[config.mk]
export PLATFORM = sky130hd
export DESIGN_NAME = seg_scan_driver
export DESIGN_NICKNAME = d
export VERILOG_FILES = /design/src/rtl/seg_scan_driver.sv
export SDC_FILE = /design/constraint.sdc
export NUM_CORES = 1
export LEC_CHECK = 0
export ABC_AREA = 1
export CAP_MARGIN = 10
export CORE_MARGIN = 8
export CORE_UTILIZATION = 35
export DETAILED_ROUTE_END_ITERATION = 6
export SKIP_CTS_REPAIR_TIMING = 1
export SYNTH_ARGS = -nofsm -noshare
export SYNTH_HDL_FRONTEND = slang
export SYNTH_SLANG_ARGS = --single-unit
[constraint.sdc]
create_clock -name clk -period 5.6 [get_ports clk]
set_input_delay 1.12 -clock clk [delete_from_list [all_inputs] [get_ports clk]]
set_output_delay 1.12 -clock clk [all_outputs]
set_load 0.005 [all_outputs]
[src/rtl/seg_scan_driver.sv]
// ---------------------------------------------------------------------------
// seg_scan_driver
//
// Purpose:
//   Drives two 4-digit seven-segment banks from a 32-bit hex value plus eight
//   decimal-point bits. The digits are time-multiplexed: each scan step lights
//   one digit in each bank. New values are loaded into a pending register.
//   They are copied to the displayed (shadow) copy only when the scan wraps
//   from digit 3 back to digit 0, so a frame never shows a mix of old and new
//   digits.
//
// Parameters:
//   CLK_DIV     clk cycles per scan step (2 .. 2^20)
//
// Ports:
//   clk         system clock
//   rst         asynchronous, active-high reset
//   data[31:0]  hex value, digit k = data[4k+3:4k], digit 7 is leftmost
//   dp[7:0]     decimal-point enables, dp[k] belongs to digit k
//   load        one-cycle strobe, captures data/dp into the pending register
//   blank       level, forces seg_code_0/seg_code_1/pos to 0 from next edge
//   seg_code_0  segments {dp,g,f,e,d,c,b,a} for digits 3..0 (active-high)
//   seg_code_1  segments for digits 7..4, same encoding
//   pos         digit enables, pos[k] enables digit k (two bits set)
//   frame       one-cycle pulse after the scan index wraps 3->0
//
// Build option:
//   SEG_LEADING_ZERO_SUPPRESS_EN - when defined, leading zero digits (from
//   digit 7 downwards) are shown fully dark, including their dp bit. Digit 0
//   is always shown. When undefined, every digit shows its glyph.
// ---------------------------------------------------------------------------
module seg_scan_driver #(
  parameter int unsigned CLK_DIV = 100000
) (
  input  logic        clk,
  input  logic        rst,
  input  logic [31:0] data,
  input  logic [7:0]  dp,
  input  logic        load,
  input  logic        blank,
  output logic [7:0]  seg_code_0,
  output logic [7:0]  seg_code_1,
  output logic [7:0]  pos,
  output logic        frame
);

  localparam int unsigned   CW   = $clog2(CLK_DIV);
  localparam logic [CW-1:0] LAST = CW'(CLK_DIV - 1);

  // Hex font, bits {g,f,e,d,c,b,a}
  function automatic logic [6:0] font7(input logic [3:0] n);
    logic [6:0] f;
    case (n)
      4'h0: f = 7'h3F;
      4'h1: f = 7'h06;
      4'h2: f = 7'h5B;
      4'h3: f = 7'h4F;
      4'h4: f = 7'h66;
      4'h5: f = 7'h6D;
      4'h6: f = 7'h7D;
      4'h7: f = 7'h07;
      4'h8: f = 7'h7F;
      4'h9: f = 7'h6F;
      4'hA: f = 7'h77;
      4'hB: f = 7'h7C;
      4'hC: f = 7'h39;
      4'hD: f = 7'h5E;
      4'hE: f = 7'h79;
      default: f = 7'h71;
    endcase
    return f;
  endfunction

  // Scan state
  logic [CW-1:0] presc_q, presc_d;
  logic [1:0]    idx_q, idx_d;

  // Pending / shadow copies of the display value
  logic [31:0]   pend_data_q, pend_data_d;
  logic [7:0]    pend_dp_q, pend_dp_d;
  logic          pend_valid_q, pend_valid_d;
  logic [31:0]   shadow_data_q, shadow_data_d;
  logic [7:0]    shadow_dp_q, shadow_dp_d;

  // Registered outputs
  logic [7:0]    seg0_q, seg0_d;
  logic [7:0]    seg1_q, seg1_d;
  logic [7:0]    pos_q, pos_d;
  logic          frame_q, frame_d;

  logic          tick;
  logic          commit;
  logic [7:0]    glyph [8];
  logic [3:0]    onehot;

  assign tick   = (presc_q == LAST);
  // The only point where the displayed value may change: the step that
  // leaves digit 3 and starts a new frame at digit 0.
  assign commit = tick && (idx_q == 2'd3);

  // -------------------------------------------------------------------------
  // State register
  // -------------------------------------------------------------------------
  always_ff @(posedge clk or posedge rst) begin
    if (rst) begin
      presc_q       <= '0;
      idx_q         <= '0;
      pend_data_q   <= '0;
      pend_dp_q     <= '0;
      pend_valid_q  <= 1'b0;
      shadow_data_q <= '0;
      shadow_dp_q   <= '0;
      seg0_q        <= '0;
      seg1_q        <= '0;
      pos_q         <= '0;
      frame_q       <= 1'b0;
    end else begin
      presc_q       <= presc_d;
      idx_q         <= idx_d;
      pend_data_q   <= pend_data_d;
      pend_dp_q     <= pend_dp_d;
      pend_valid_q  <= pend_valid_d;
      shadow_data_q <= shadow_data_d;
      shadow_dp_q   <= shadow_dp_d;
      seg0_q        <= seg0_d;
      seg1_q        <= seg1_d;
      pos_q         <= pos_d;
      frame_q       <= frame_d;
    end
  end

  // -------------------------------------------------------------------------
  // Next-state logic
  // -------------------------------------------------------------------------
  always_comb begin
    presc_d       = tick ? '0 : presc_q + CW'(1);
    idx_d         = tick ? idx_q + 2'd1 : idx_q;
    pend_data_d   = pend_data_q;
    pend_dp_d     = pend_dp_q;
    pend_valid_d  = pend_valid_q;
    shadow_data_d = shadow_data_q;
    shadow_dp_d   = shadow_dp_q;

    // Commit uses the pending value from before this edge; a load arriving
    // on the commit edge therefore waits for the following frame.
    if (commit && pend_valid_q) begin
      shadow_data_d = pend_data_q;
      shadow_dp_d   = pend_dp_q;
      pend_valid_d  = 1'b0;
    end
    if (load) begin
      pend_data_d  = data;
      pend_dp_d    = dp;
      pend_valid_d = 1'b1;
    end
  end

  // -------------------------------------------------------------------------
  // Per-digit glyphs from the shadow copy
  // -------------------------------------------------------------------------
  genvar gi;
  generate
    for (gi = 0; gi < 8; gi++) begin : g_digit
      logic [3:0] nib;
      logic       hide;
      assign nib = shadow_data_q[4*gi +: 4];
`ifdef SEG_LEADING_ZERO_SUPPRESS_EN
      if (gi == 0) begin : g_first
        assign hide = 1'b0;
      end else begin : g_rest
        // Dark when this digit and every digit to its left are zero.
        assign hide = (shadow_data_q[31:4*gi] == '0);
      end
`else
      assign hide = 1'b0;
`endif
      assign glyph[gi] = hide ? 8'h00 : {shadow_dp_q[gi], font7(nib)};
    end
  endgenerate

  // -------------------------------------------------------------------------
  // Output logic (registered one cycle later)
  // -------------------------------------------------------------------------
  always_comb begin
    onehot  = 4'b0001 << idx_q;
    seg0_d  = glyph[{1'b0, idx_q}];
    seg1_d  = glyph[{1'b1, idx_q}];
    pos_d   = {onehot, onehot};
    frame_d = commit;
    if (blank) begin
      seg0_d = '0;
      seg1_d = '0;
      pos_d  = '0;
    end
  end

  assign seg_code_0 = seg0_q;
  assign seg_code_1 = seg1_q;
  assign pos        = pos_q;
  assign frame      = frame_q;

endmodule

==> metrics.yaml <==
outcome:
  status: "complete, no violations"
floorplan:
  coreArea_um2: 20800
  ioPinCount: 69
  start_util_pct: 35.3
  die_w_um: 161
  fp.dieH_um: 161
  fp-row-count: 53
  die_area_um2: 25900
detailed_routing:
  drtPass1Iterations: 5
  drt_iter0_markers: 451
  post-route-drc-count: 0
  ant_nets: 0
  routed_via_density: 4.81
  wl_per_cell_um: 13.7
  num_vias: 6468
  drt_wl_total_mm: 18.5
grt:
  top_usage_layer: "met2"
  grt.total_usage_pct: 14.8
  grt_overflow: 0
  met1_usage_pct: 20.4
  grt_pass1_wl_mm: 31.7
  grt_util_met2_pct: 23.0
  grt_pass1_vias: 6295
  grt_max_degree: 53
  antenna_found_initial: 0
  grt_use_met3_pct: 3.33
clock_network:
  cts_tree: "yes"
  clkTransAtPathRegs_ns: 0.06
  cts-root-buf: "clkbuf_16"
  htree_num_levels: 4
  cts_buffer_depth: 2
  clkLatencyLatePin_ns: 0.41
  numCtsBuffers: 17
  cts_sinks: 121
critical_path:
  crit_buf_inv: 1
  critPathRequiredTime_ns: 4.48
  critPathSlowestCell: "clkdlybuf4s50_1"
  cp-end-kind: "output pin"
  critPathTopFamily: "buffers and inverters"
  arrival_ns: 1.27
  crit_type: "reg2out"
  slowest_delay_ns: 0.51
  path_max_fanout: 2
  cp-start-kind: "flip-flop"
  path_cells: "clkdlybuf4s50_1"
final_layout:
  drive_gt1_share_pct: 4.58
  final_core_util_pct: 42.0
  num-nets-final: 1155
  antenna_cells: 0
  syn_to_final_growth_pct: 19.2
sta:
  post-route-period-util_pct: 42.7
  finClkSkew_ns: 0.00932
  fmax_ghz: 0.418
  min_period_ns: 2.39
  finalHoldViolCount: 0
  worst_slew_pin_slew_ns: 0.966
  setup_violations: 0
  tns_ns: 0
  relSlewSlack_pct: 35.5
  slew_violations: 0
  rsz0062_at_grt: "no"
synthesis:
  ys_seq_elements: 121
  yosysSeqAreaShare_pct: 41.2
  synth_area_um2: 7340
  synth_cell_type_count: 26
  netlist_instances: 1022
  syn_avg_cell_area_um2: 7.19
  ys_warn_count: 0
  syn_nets: 1119
placed_design:
  routabilityCongestion: 0.879
  port_buffers: 68
  place.detailed.hpwl_mm: 12.8
power_and_ir_drop:
  ir_drop_v: 0.000209
  leakage_nw: 4.37
  powerDensity_nw_per_um2: 245
flow_run:
  cap_violations: 0
worst_hold_path:
  worstHoldPathType: "reg2reg"
==> routing by layer <==
layer	up-vias	share of wire [%]
met3	17	4.9
met1	3012	48
li1	3303	-
met5	-	0
met4	0	0.97
met2	136	46
==> logic make-up (layout without fill, tap and decap cells) <==
kind of cell	Yosys count	in the layout	synth area share, %
and+or+nand+nor	637	637	36.5
AOI/OAI and AO/OA	58	58	4.28
DFF	121	121	41.2
buffers and inverters	147	195	8.28
adders and majority gates	53	53	9.03
xor gates and xnor gates	6	6	0.716
==> where the power goes <==
part | switching, mW | internal (mW) | total (mW)
Sequential | 0.0160 | 0.906 | 0.922
Clock | 0.384 | 0.732 | 1.12
Combinational | 0.0551 | 0.0502 | 0.105
==> per-stage QoR <==
stage	power, mW	area (um2)	hold slack, ns	instances	worst slack, ns
floorplan	0.981	7340	0.433	1022	1.27
global placement	1.04	8160	0.451	1314	2.85
detailed placement	1.04	8160	0.454	1314	2.85
CTS	2.16	8750	0.463	1345	3.18
global route	2.22	8750	0.487	1345	3.01
finish	2.14	8750	0.463	1345	3.21
==> Yosys cell counts <==
master	n	area [um2]
o21ai_0	31	155
a31oi_1	1	6.26
dfrtp_1	121	3030
nor2_2	1	6.26
nor2_1	79	297
nand3_2	1	10.0
o21ai_1	2	10.0
nand2_1	395	1480
buf_2	21	105
inv_1	81	304
inv_2	6	22.5
buf_4	4	30.0
a21oi_1	15	75.1
o21bai_1	1	7.51
nor2_4	2	22.5
buf_6	2	22.5
nand3b_1	1	7.51
clkbuf_1	33	124
nand3_1	107	536
nor3_2	1	10.0
o211ai_1	8	60.1
nor3_1	5	25.0
or2_2	1	6.26
nand4_1	44	275
xor2_1	6	52.6
ha_1	53	663
==> worst paths after layout <==
check	startpoint	end	slack (ns)	cells after the start
min	presc_q[0]	presc_q[0]	0.46	1
max reg2reg	idx_q[1]	shadow_data_q[6]	3.22	5
max	pos[3]	pos[3]	3.21	1
min in group asynchronous	rst	pend_data_q[5]	1.15	2
min reg2reg	presc_q[0]	presc_q[0]	0.46	1
max in group asynchronous	rst	seg_code_1[5]	3.37	3
==> layout make-up <==
type	instances	area [um2]
tap	275	344
multi-input combinational	754	3710
timing repair buffer	77	748
clock buffer	24	482
sequential	121	3030
fill	2145	12100
inverter	87	329
clock inverter	7	116
==> registers in the layout (all words and copies together), names as in the netlist <==
register and count:
pend_data_q 32, idx_q 2, presc_q 17, pos 4, pend_valid_q 1, frame 1, pend_dp_q 8, shadow_data_q 32
seg_code_0 8, shadow_dp_q 8, seg_code_1 8
==> layout by cell type, fill, tap and decap left out, drive strengths merged, types with 6 or more instances in the layout <==
master	instances
dfrtp	121
a21oi	15
nand4	44
inv	87
clkbuf	24
o21ai	33
nand2	395
ha	53
clkdlybuf4s50	68
nand3	108
xor2	6
o211ai	8
nor2	82
nor3	6
buf	9
(Power assumes the default switching activity.)
